`src/rtl/std_addfn_share_arbiter.sv`:
```
// Round-robin share of one std_addFN adder among NUM_REQ go/done requesters.
// Latency: add_go 1 cycle after grant, req_done 1 cycle after add_done; losers simply wait with go held.
module std_addfn_share_arbiter #(
    parameter int EXP_WIDTH = 8,
    parameter int SIG_WIDTH = 24,
    parameter int NUM_REQ   = 4,
    parameter int WIDTH     = EXP_WIDTH + SIG_WIDTH
) (
    input  logic                     clk,
    input  logic                     reset,
    input  logic [NUM_REQ-1:0]       req_go,
    input  logic [NUM_REQ-1:0]       req_subOp,
    input  logic [NUM_REQ*WIDTH-1:0] req_left,
    input  logic [NUM_REQ*WIDTH-1:0] req_right,
    output logic [NUM_REQ-1:0]       req_done,
    output logic [WIDTH-1:0]         req_out,
    output logic [4:0]               req_flags,
    output logic                     add_go,
    output logic                     add_subOp,
    output logic [WIDTH-1:0]         add_left,
    output logic [WIDTH-1:0]         add_right,
    input  logic [WIDTH-1:0]         add_out,
    input  logic [4:0]               add_flags,
    input  logic                     add_done
);
    localparam int IDX_W = (NUM_REQ > 1) ? $clog2(NUM_REQ) : 1;

    typedef enum logic [1:0] {
        IDLE  = 2'd0,
        ISSUE = 2'd1,
        RESP  = 2'd2
    } state_t;

    state_t             state_q, state_d;
    logic [IDX_W-1:0]   grant_q, grant_d;
    logic [IDX_W-1:0]   rr_ptr_q, rr_ptr_d;
    logic               mask_vld_q;
    logic               add_go_q;
    logic               sub_q;
    logic [WIDTH-1:0]   left_q, right_q;
    logic [WIDTH-1:0]   out_q;
    logic [4:0]         flags_q;

    logic [NUM_REQ-1:0] eligible;
    logic               found;
    logic [IDX_W-1:0]   winner;
    logic [IDX_W-1:0]   idx;
    logic [WIDTH-1:0]   left_arr  [NUM_REQ];
    logic [WIDTH-1:0]   right_arr [NUM_REQ];

    always_comb begin
        for (int i = 0; i < NUM_REQ; i++) begin
            left_arr[i]  = req_left[i*WIDTH +: WIDTH];
            right_arr[i] = req_right[i*WIDTH +: WIDTH];
        end
    end

    // The requester just served sits out exactly one IDLE cycle so a held go cannot re-win instantly.
    always_comb begin
        eligible = req_go;
        if (mask_vld_q) begin
            eligible[grant_q] = 1'b0;
        end
        found  = 1'b0;
        winner = rr_ptr_q;
        idx    = rr_ptr_q;
        for (int k = 1; k <= NUM_REQ; k++) begin
            idx = IDX_W'((int'(rr_ptr_q) + k) % NUM_REQ);
            if (!found && eligible[idx]) begin
                found  = 1'b1;
                winner = idx;
            end
        end
    end

    always_comb begin
        state_d  = state_q;
        grant_d  = grant_q;
        rr_ptr_d = rr_ptr_q;
        unique case (state_q)
            IDLE: begin
                if (found) begin
                    state_d  = ISSUE;
                    grant_d  = winner;
                    rr_ptr_d = winner;
                end
            end
            ISSUE: begin
                if (add_done) begin
                    state_d = RESP;
                end
            end
            RESP: begin
                state_d = IDLE;
            end
            default: begin
                state_d = IDLE;
            end
        endcase
    end

    always_ff @(posedge clk) begin
        if (reset) begin
            state_q    <= IDLE;
            grant_q    <= '0;
            rr_ptr_q   <= IDX_W'(NUM_REQ - 1);
            mask_vld_q <= 1'b0;
            add_go_q   <= 1'b0;
            sub_q      <= 1'b0;
            left_q     <= '0;
            right_q    <= '0;
            out_q      <= '0;
            flags_q    <= '0;
        end else begin
            state_q    <= state_d;
            grant_q    <= grant_d;
            rr_ptr_q   <= rr_ptr_d;
            mask_vld_q <= (state_q == RESP);
            add_go_q   <= (state_d == ISSUE);
            if (state_q == IDLE && found) begin
                sub_q   <= req_subOp[winner];
                left_q  <= left_arr[winner];
                right_q <= right_arr[winner];
            end
            if (state_q == ISSUE && add_done) begin
                out_q   <= add_out;
                flags_q <= add_flags;
            end
        end
    end

    always_comb begin
        req_done = '0;
        if (state_q == RESP) begin
            req_done[grant_q] = 1'b1;
        end
    end

    assign add_go    = add_go_q;
    assign add_subOp = sub_q;
    assign add_left  = left_q;
    assign add_right = right_q;
    assign req_out   = out_q;
    assign req_flags = flags_q;

    a_done_onehot: assert property (@(posedge clk) disable iff (reset) $onehot0(req_done));
    a_go_matches_issue: assert property (@(posedge clk) disable iff (reset) add_go == (state_q == ISSUE));

endmodule

```
`config.mk`:
```
export PLATFORM = sky130hd
export DESIGN_NAME = std_addfn_share_arbiter
export DESIGN_NICKNAME = d
export VERILOG_FILES = /design/src/rtl/std_addfn_share_arbiter.sv
export SDC_FILE = /design/constraint.sdc
export NUM_CORES = 1
export LEC_CHECK = 0
export BUFFER_PORTS_ARGS = -buffer_cell sky130_fd_sc_hd__buf_2
export CORE_AREA = 2 2 160 162
export CTS_CLUSTER_DIAMETER = 120
export CTS_CLUSTER_SIZE = 25
export DETAILED_ROUTE_END_ITERATION = 8
export DIE_AREA = 0 0 162 164
export HOLD_SLACK_MARGIN = 0.08
export SLEW_MARGIN = 20
export SYNTH_ARGS = -nofsm -noshare
export SYNTH_HDL_FRONTEND = slang
export SYNTH_SLANG_ARGS = --single-unit
```
`constraint.sdc`:
```
create_clock -name clk -period 3.1 [get_ports clk]
set_input_delay 0.155 -clock clk [delete_from_list [all_inputs] [get_ports clk]]
set_output_delay 0.155 -clock clk [all_outputs]
set_load 0.02 [all_outputs]
```
# Word level (Yosys, flattened, before mapping)
# Cells that the tools add are included.
[op_classes] magnitude_cmp=8 eq_ne=3 n_addsub=4 muxes=31 n_reduce_logical=11 bitwise=3
[op_table] cell="32-bit binary-select mux with 2-bit select" n=2
[op_table] cell="32-bit two-way mux" n=4
[op_table] cell="2-bit by 3-bit less-than comparator with 1-bit output (second input constant)" n=6
[op_table] cell="2-bit two-way mux" n=6
[op_table] cell="1-bit binary-select mux with 2-bit select" n=5
[op_table] cell="1-bit two-way mux" n=10
[op_table] cell="4-bit two-way mux" n=2
[op_table] cell="1-bit logical AND" n=6
[op_table] cell="2-bit by 1-bit adder with 2-bit output (second input constant)" n=2
[op_table] cell="2-bit adder (second input constant)" n=2
[op_table] cell="4-bit bitwise AND" n=1
[op_table] cell="2-bit by 1-bit == test with 1-bit output (second input constant)" n=2
[op_table] cell="4-bit NOT" n=1
[op_table] cell="2-bit one-hot mux with 2 select lines" n=1
[op_table] cell="3-bit >= comparator (second input constant)" n=1
[op_table] cell="1-bit logical NOT" n=3
[op_table] cell="2-bit NOT with 3-bit output" n=1
[op_table] cell="1-bit demux with 2-bit select" n=1
[op_table] cell="2-bit == test (second input constant)" n=1
[op_table] cell="2-bit by 1-bit >= comparator with 1-bit output (second input constant)" n=1
[op_table] cell="2-bit logical NOT" n=1
[op_table] cell="2-bit AND reduction" n=1
[totals] input_bits=304 elab_cells=70 reg_bits=110 output_inout_bits=107

# Logic depth before layout (Yosys ltp)
# Gate-level depths: netlist of the first run.
[depth] depth_word=23 mapped_depth=9 depth_no_buf=6

# Least setup slack after synthesis of the first run
# Ideal clock, no wire load.
[synth_path] kind="reg2reg" startpoint="reg grant_q[1]" endpoint="reg right_q[10], in the netlist add_right[10]" setup_ns=0.138 slack_ns=1.159 arrival_time_ns=1.803 required_ns=2.962 path_buffers=3 path_stages_with_launch=10 synth_period_minus_slack_ns=1.941 cell_sequence="dfxtp_1 -> buf_6 -> or3b_4 -> a21oi_2 -> o221ai_2 -> nand4_4 -> buf_12 -> buf_12 -> mux2i_1 -> o221ai_1"
[synth_via] elab_chain_len=23 elab_cells_between_ends=35 cone_classes="order compare (2); mux (22); bitwise (3); reduce/logical (8)"
[synth_rtl] item="start: declaration" line="35" rtl="logic [IDX_W-1:0] grant_q, grant_d;"
[synth_rtl] item="start signal: assignment" line="116" rtl="grant_q <= grant_d;"
[synth_rtl] item="2-bit by 3-bit less-than comparator with 1-bit output (implied by the code) / 2-bit by 1-bit >= comparator with 1-bit output (equally long branches)" line="62" rtl="eligible[grant_q] = 1'b0;"
[synth_rtl] item="1-bit logical AND (implied by the code)" line="62"
[synth_rtl] item="1-bit two-way mux (implied by the code)" line="62"
[synth_rtl] item="1-bit demux with 2-bit select (*)" line="62"
[synth_rtl] item="4-bit NOT (no source line) (*)"
[synth_rtl] item="4-bit bitwise AND (no source line) (*)"
[synth_rtl] item="4-bit two-way mux (*)" line="61" rtl="if (mask_vld_q) begin"
[synth_rtl] item="1-bit binary-select mux with 2-bit select" line="69" rtl="if (!found && eligible[idx]) begin"
[synth_rtl] item="(+6 left out)"
[synth_rtl] item="1-bit logical AND" line="69"
[synth_rtl] item="1-bit two-way mux" line="69"
[synth_rtl] item="1-bit logical NOT" line="69"
[synth_rtl] item="1-bit logical AND" line="69"
[synth_rtl] item="2-bit two-way mux" line="69"
[synth_rtl] item="2-bit NOT with 3-bit output (implied by the code)" line="123" rtl="right_q <= right_arr[winner];"
[synth_rtl] item="32-bit binary-select mux with 2-bit select" line="123"
[synth_rtl] item="32-bit two-way mux (implied by the code) (2 in a row)" line="123"
[synth_rtl] item="end signal: assignment" line="123"
[synth_rtl] item="end: declaration" line="40" rtl="logic [WIDTH-1:0] left_q, right_q;"
# Mark *: on every way between the ends. The rest lies on a longest branch, timed or not. The select of a mux whose other input is x is not followed.
# A chain may end at the register's enable or synchronous reset.

# Worst setup path after layout of the first run
[layout_path] startpoint="reg grant_q[0]" endpoint="reg right_q[24], in the netlist add_right[24]"
# Same word-level chain as after synthesis.

==> qor.csv, run 1 <==
stage,metric,value,unit
route,total iterations of the first detailed-routing run,4,
critical_path,Setup crit start kind,flop,
timing,final hold vios,0,
job,max-cap violation count,0,
timing,"Slew Viols, Final",0,
clock_tree,"CTS clk-pin slew, worst paths",0.08,ns
timing,setup_tns,0,ns
floorplanning,chip width,162,um
clock_tree,setup bufs post-CTS,0,
critical_path,Worst Setup SP,grant_q[0],
route,DR vias/cell,4.49,
route,ANT nets after route,0,
critical_path,r2r startpoint,grant_q[0],
timing,Setup-failing EPs final,0,
floorplanning,Core Footprint,24800,um2
clock_tree,Hold Buf Count CTS,36,
route,"wirelength, routed",21.1,mm
cells_and_area,layout overhead on the synthesized area,50.7,%
synth,Mapped Nets,894,
timing,fin crit period,2.61,ns
grt,initial antenna violation count,2,
route,via count,6031,
synth,cells after synthesis,590,
place,Post-Place Cell Area,7790,um2
floorplanning,Row Count,58,
place,GPL Wtd Cong,0.781,
cells_and_area,"commonest non-fill, non-tap cell in the layout",buf_2,
clock_tree,TritonCTS Buffers,9,
grt,vias in the first global route,5881,
clock_tree,# clock sinks,110,
place,dpl hpwl,15.8,mm
clock_tree,H-tree depth,3,
cells_and_area,Final nets,1311,
timing,Final period util,84.2,%
synth,Syn Std Cell Area,5600,um2
floorplanning,Chip Height,164,um
critical_path,worst r2r dst,add_right[24],
timing,slew margin rel.,41.8,%
synth,post-synthesis sequential area ratio,39.3,%
critical_path,critical path data required time,3.36,ns
cells_and_area,"commonest non-fill, non-tap cells in the layout","buf_2, nand2_1, mux2i_1",
critical_path,Worst setup endpoint,add_right[24],
run_status,outcome,"finished, final reports clean",
power,VDD IR-drop max,0.312,mV
clock_tree,cts repair resizes,0,
route,drt drc,0,
synth,synth unique cells,39,
grt,remaining global-route overflow,0,
timing,clock skew,0.0112,ns
min_path,HP Class,in -> reg,
clock_tree,CTS tree,yes,
critical_path,crit path DAT,2.87,ns
grt,GRT Total Usage,15.0,%
power,switching share of power,35.3,%
floorplanning,Die ar.,26600,um2
place,number of port buffers,410,
power,Comb pwr share,36.0,%
floorplanning,I/O Pins,411,
timing,RSZ-0062 raised after global routing,false,
grt,pin count of the biggest net entering global routing,66,
timing,final worst setup slack,0.490,ns
critical_path,internal reg-to-reg setup slack,0.49,ns
critical_path,worst reg2reg path depth,5,
power,Reg power frac,38.2,%
route,First DRT Iteration DRCs,255,
cells_and_area,fraction of layout cells with a size suffix above 1,44.3,%
route,wire per inst,15.7,um
floorplanning,initial core utilization,22.6,%
timing,max frequency,0.383,GHz
synth,"FF+latch count, synth",110,
grt,first-pass GRT wire length,31.4,mm
cells_and_area,design area,8440,um2
synth,Avg Inst Size Synth,9.50,um2
critical_path,WS Path Type,reg -> reg,
critical_path,crit path max fanout,65,
critical_path,Setup crit end kind,flop,
power,Leakage,4.15,nW
clock_tree,worst skew pair latency,0.35,ns
power,Int Pwr,2.89,mW
power,Power per Cell Area,529,nW/um2
synth,Synth Warn #,0,
power,Clock power frac,25.8,%
power,Switch Pwr,1.58,mW
clock_tree,Root Driver,clkbuf_16,
timing,Worst Tran Pin Value,0.873,ns
place,pre-CTS setup slack,0.453,ns
clock_tree,clk buf depth,2,
==> area by class of cell <==
type	instances	area, um2
antenna	2	5.00
clock buffer	10	239
clock inverter	5	45.0
fill	2603	16400
inverter	3	11.3
multi-input combinational	427	2980
sequential	110	2200
tap	330	413
timing repair buffer	456	2550
==> cells in the mapped netlist, drive strengths merged <==
library cell,n,area (um2)
a211o,1,8.76
a211oi,1,12.5
a21boi,1,7.51
a21oi,42,214
a31oi,1,6.26
and2,1,6.26
and3,1,6.26
buf,25,287
bufbuf,4,75.1
clkbuf,21,78.8
dfxtp,110,2200
inv,3,11.3
mux2,2,26.3
mux2i,131,1310
nand2,145,544
nand2b,3,18.8
nand3,4,20.0
nand3b,2,15.0
nand4,1,21.3
nor2,8,30.0
nor3,6,30.0
nor3b,1,7.51
o21ai,3,18.8
o21bai,1,7.51
o221ai,66,584
o22a,1,8.76
o22ai,2,18.8
o31ai,1,7.51
or2,1,6.26
or3b,1,11.3
==> routing by layer <==
layer	track usage (%)	share of wire (%)
met1	17.2	41
met3	4.95	8.6
met4	3.38	1.1
met5	0	0
met2	27.1	50
==> power groups by stage <==
stage	logic, mW	registers, mW	clock network, mW
detailed placement	1.59	1.74	0
global placement	1.57	1.73	0
global route	1.74	1.73	1.25
CTS	1.63	1.71	1.21
finish	1.61	1.71	1.15
floorplan	0.948	1.95	0
==> critical path, stage by stage, from the launching register on <==
cell	delay, ns
dfxtp_1	0.52
mux2_1	0.38
o22a_1	0.20
a21oi_1	0.24
nand3_4	0.67
o221ai_1	0.46
==> registers in the layout (all words and copies together), names as in the netlist <==
register    flops
add_left       32
add_right      32
req_out        32
req_flags       5
grant_q         2
rr_ptr_q        2
state_q         2
add_go          1
add_subOp       1
mask_vld_q      1
==> per-stage QoR <==
step / cells / hold slack (ns) / total power, mW / utilization, %
detailed placement: 1290 / 0.401 / 3.33 / 31.4
finish: 1343 / 0.103 / 4.47 / 34.0
floorplan: 590 / 0.291 / 2.90 / -
global placement: 1290 / 0.395 / 3.31 / 31.4
global route: 1341 / 0.0983 / 4.72 / 34.0
CTS: 1341 / 0.0910 / 4.55 / 34.0
==> worst min path at each step <==
stage | startpoint | end | slack [ns] | cells past startpoint
3_3_place_gp | add_out[6] | req_out[6] | 0.39 | 3
2_1_floorplan | add_flags[0] | req_flags[0] | 0.29 | 2
3_5_place_dp | add_flags[3] | req_flags[3] | 0.40 | 3
5_1_grt | req_left[90] | add_left[26] | 0.1 | 3
4_1_cts | req_right[74] | add_right[10] | 0.09 | 3
6_report | req_left[94] | add_left[30] | 0.10 | 3
==> logic make-up after synthesis <==
family                 Yosys count  share of synthesized area (%)
AOI/OAI and AO/OA              120                           16.0
buffers and inverters           53                           8.06
DFF                            110                           39.3
muxes                          133                           23.9
and+or+nand+nor                174                           12.8
No activity file was read; power rests on OpenSTA's default activity.
==> inputs of run 2 (changes only) <==
CORE_AREA = 2 2 159 161   (was 2 2 160 162)
DIE_AREA = 0 0 161 163   (was 0 0 162 164)
clock period = 2.32 ns   (was 3.1 ns; I/O delays follow)
==> run 2 against run 1 <==
  * Sequential share of layout area fell by 4.8 points
  * Largest cell class is now buffers
  * Core utilization rose by 8.0 points
  * Clock power increased by 53%
==> qor.csv, run 2 (synthesized netlist as in run 1, its figures left out) <==
stage,metric,value,unit,change
run_status,outcome,"finished, final reports clean",,
clock_tree,clk buf depth,2,,unchanged
place,number of port buffers,410,,unchanged
floorplanning,Chip Height,163,um,-0.61%
timing,slew margin rel.,51.3,%,+9.5 points
route,total iterations of the first detailed-routing run,5,,+1
critical_path,worst reg2reg path depth,7,,+2
place,pre-CTS setup slack,0.156,ns,-0.297 ns
min_path,HP Class,in -> reg,,
route,"wirelength, routed",24.8,mm,+18%
critical_path,critical path cell sequence,"or3b_4, a21oi_2, o221ai_2, nand4_4, buf_16, mux2i_1, o221ai_1",,
cells_and_area,layout overhead on the synthesized area,85.1,%,
cells_and_area,final core occ,42.0,%,+8.0 points
critical_path,WS Path Type,reg -> reg,,
timing,final worst setup slack,0.0743,ns,-0.415 ns
grt,initial antenna violation count,1,,-1
floorplanning,chip width,161,um,-0.62%
route,ANT nets after route,0,,unchanged
min_path,Hold Crit Depth,3,,unchanged
timing,Worst Tran Pin Value,0.731,ns,-0.142 ns
timing,fin crit period,2.25,ns,-0.365 ns
power,Power per Cell Area,626,nW/um2,+18%
critical_path,max incr delay on CP,0.42,ns,-0.25 ns
critical_path,crit path DAT,2.46,ns,-0.41 ns
timing,clock skew,0.0126,ns,+0.00149 ns
cells_and_area,"commonest non-fill, non-tap cells in the layout","buf_2, dlygate4sd3_1, nand2_1",,
critical_path,Setup crit end kind,flop,,
route,drt drc,0,,unchanged
clock_tree,Root Driver,clkbuf_16,,
place,dpl hpwl,15.5,mm,-2.0%
route,First DRT Iteration DRCs,395,,+55%
clock_tree,CTS tree,yes,,
timing,"Slew Viols, Final",0,,unchanged
job,max-cap violation count,0,,unchanged
critical_path,crit path max fanout,45,,-31%
critical_path,critical path data required time,2.54,ns,-0.82 ns
grt,vias in the first global route,7473,,+27%
timing,Final period util,96.8,%,+13 points
timing,Setup-failing EPs final,0,,unchanged
timing,RSZ-0062 raised after global routing,true,,
timing,max frequency,0.445,GHz,+16%
clock_tree,H-tree depth,3,,unchanged
cells_and_area,area occupied by multi-input gates,2980,um2,unchanged
clock_tree,"CTS clk-pin slew, worst paths",0.08,ns,about the same
clock_tree,worst skew pair latency,0.35,ns,about the same
grt,GRT Total Usage,17.8,%,+2.8 points
floorplanning,I/O Pins,411,,unchanged
clock_tree,TritonCTS Buffers,9,,unchanged
critical_path,Setup crit start kind,flop,,
critical_path,CP max-delay cell,or3b_4,,
route,via count,7119,,+18%
cells_and_area,FF/Latch Area,2200,um2,unchanged
timing,final hold vios,0,,unchanged
route,DR vias/cell,4.66,,+3.7%
floorplanning,Die ar.,26200,um2,-1.2%
power,Leakage,4.96,nW,+19%
clock_tree,setup bufs post-CTS,0,,unchanged
cells_and_area,Final nets,1496,,+14%
grt,remaining global-route overflow,0,,unchanged
floorplanning,Row Count,58,,unchanged
floorplanning,initial core utilization,22.7,%,+0.13 points
route,wire per inst,16.2,um,+3.3%
grt,pin count of the biggest net entering global routing,46,,-30%
cells_and_area,fraction of layout cells with a size suffix above 1,37.7,%,-6.6 points
power,VDD IR-drop max,0.395,mV,+27%
floorplanning,Core Footprint,24700,um2,-0.58%
clock_tree,# clock sinks,110,,unchanged
cells_and_area,"commonest non-fill, non-tap cell in the layout",buf_2,,
place,GPL Wtd Cong,0.777,,-0.49%
grt,first-pass GRT wire length,37.4,mm,+19%
cells_and_area,fillers,2366,,-9.1%
==> run 2: final cells by class <==
cell class,instances,share of cell area [%]
Clock inverter,7,1.01
Antenna cell,1,0.0241
Tap cell,330,3.98
Timing Repair Buffer,641,42.7
Inverter,3,0.109
Sequential cell,110,21.2
Clock buffer,9,2.17
Multi-Input combinational cell,427,28.7
==> run 2: critical path, delay by kind of cell (launching register included) <==
family                 cells  cell delay (ns)
muxes                      1             0.31
AOI/OAI and AO/OA          3             0.45
DFF                        1             0.41
buffers and inverters      1             0.27
and+or+nand+nor            2             0.60
==> run 2: metrics by stage <==
| step | cell area (um2) | hold slack [ns] | instances | TNS, ns | power [mW] |
|---|---|---|---|---|---|
| CTS | 10400 | 0.0804 | 1527 | 0 | 6.54 |
| global route | 10400 | 0.0891 | 1528 | -0.0328 | 6.82 |
| finish | 10400 | 0.0943 | 1528 | 0 | 6.49 |
| floorplan | 5600 | 0.252 | 590 | 0 | 3.87 |
| global placement | 7820 | 0.355 | 1291 | 0 | 4.42 |
| detailed placement | 7820 | 0.361 | 1291 | 0 | 4.45 |
==> run 2: what timing repair did <==
action | in CTS | in global routing
resized for setup | 0 | 2
setup endpoints to repair | 0 | 12
hold buffers | 220 | 0
hold endpoints to repair | 101 | 0
==> run 2: path summary, 6_finish.rpt <==
check	slack, ns	endpoint	from
min reg2reg	0.45	req_out[19]	req_out[19]
min	0.09	add_right[27]	req_right[123]
max reg2reg	0.07	add_right[18]	grant_q[0]
max	0.07	add_right[18]	grant_q[0]
==> run 2: layer usage <==
| metal | GRT usage (%) | part of all wire [%] | vias up |
|---|---|---|---|
| li1 | - | - | 3354 |
| met1 | 18.2 | 37 | 3316 |
| met2 | 32.5 | 50 | 354 |
| met3 | 5.22 | 7.7 | 95 |
| met4 | 9.78 | 4.6 | 0 |
| met5 | 0 | 0 | - |
==> run 2: power breakdown <==
group | internal [mW] | total (mW) | switching [mW]
Combinational | 1.17 | 2.43 | 1.26
Sequential | 2.14 | 2.29 | 0.149
Clock | 0.965 | 1.76 | 0.798
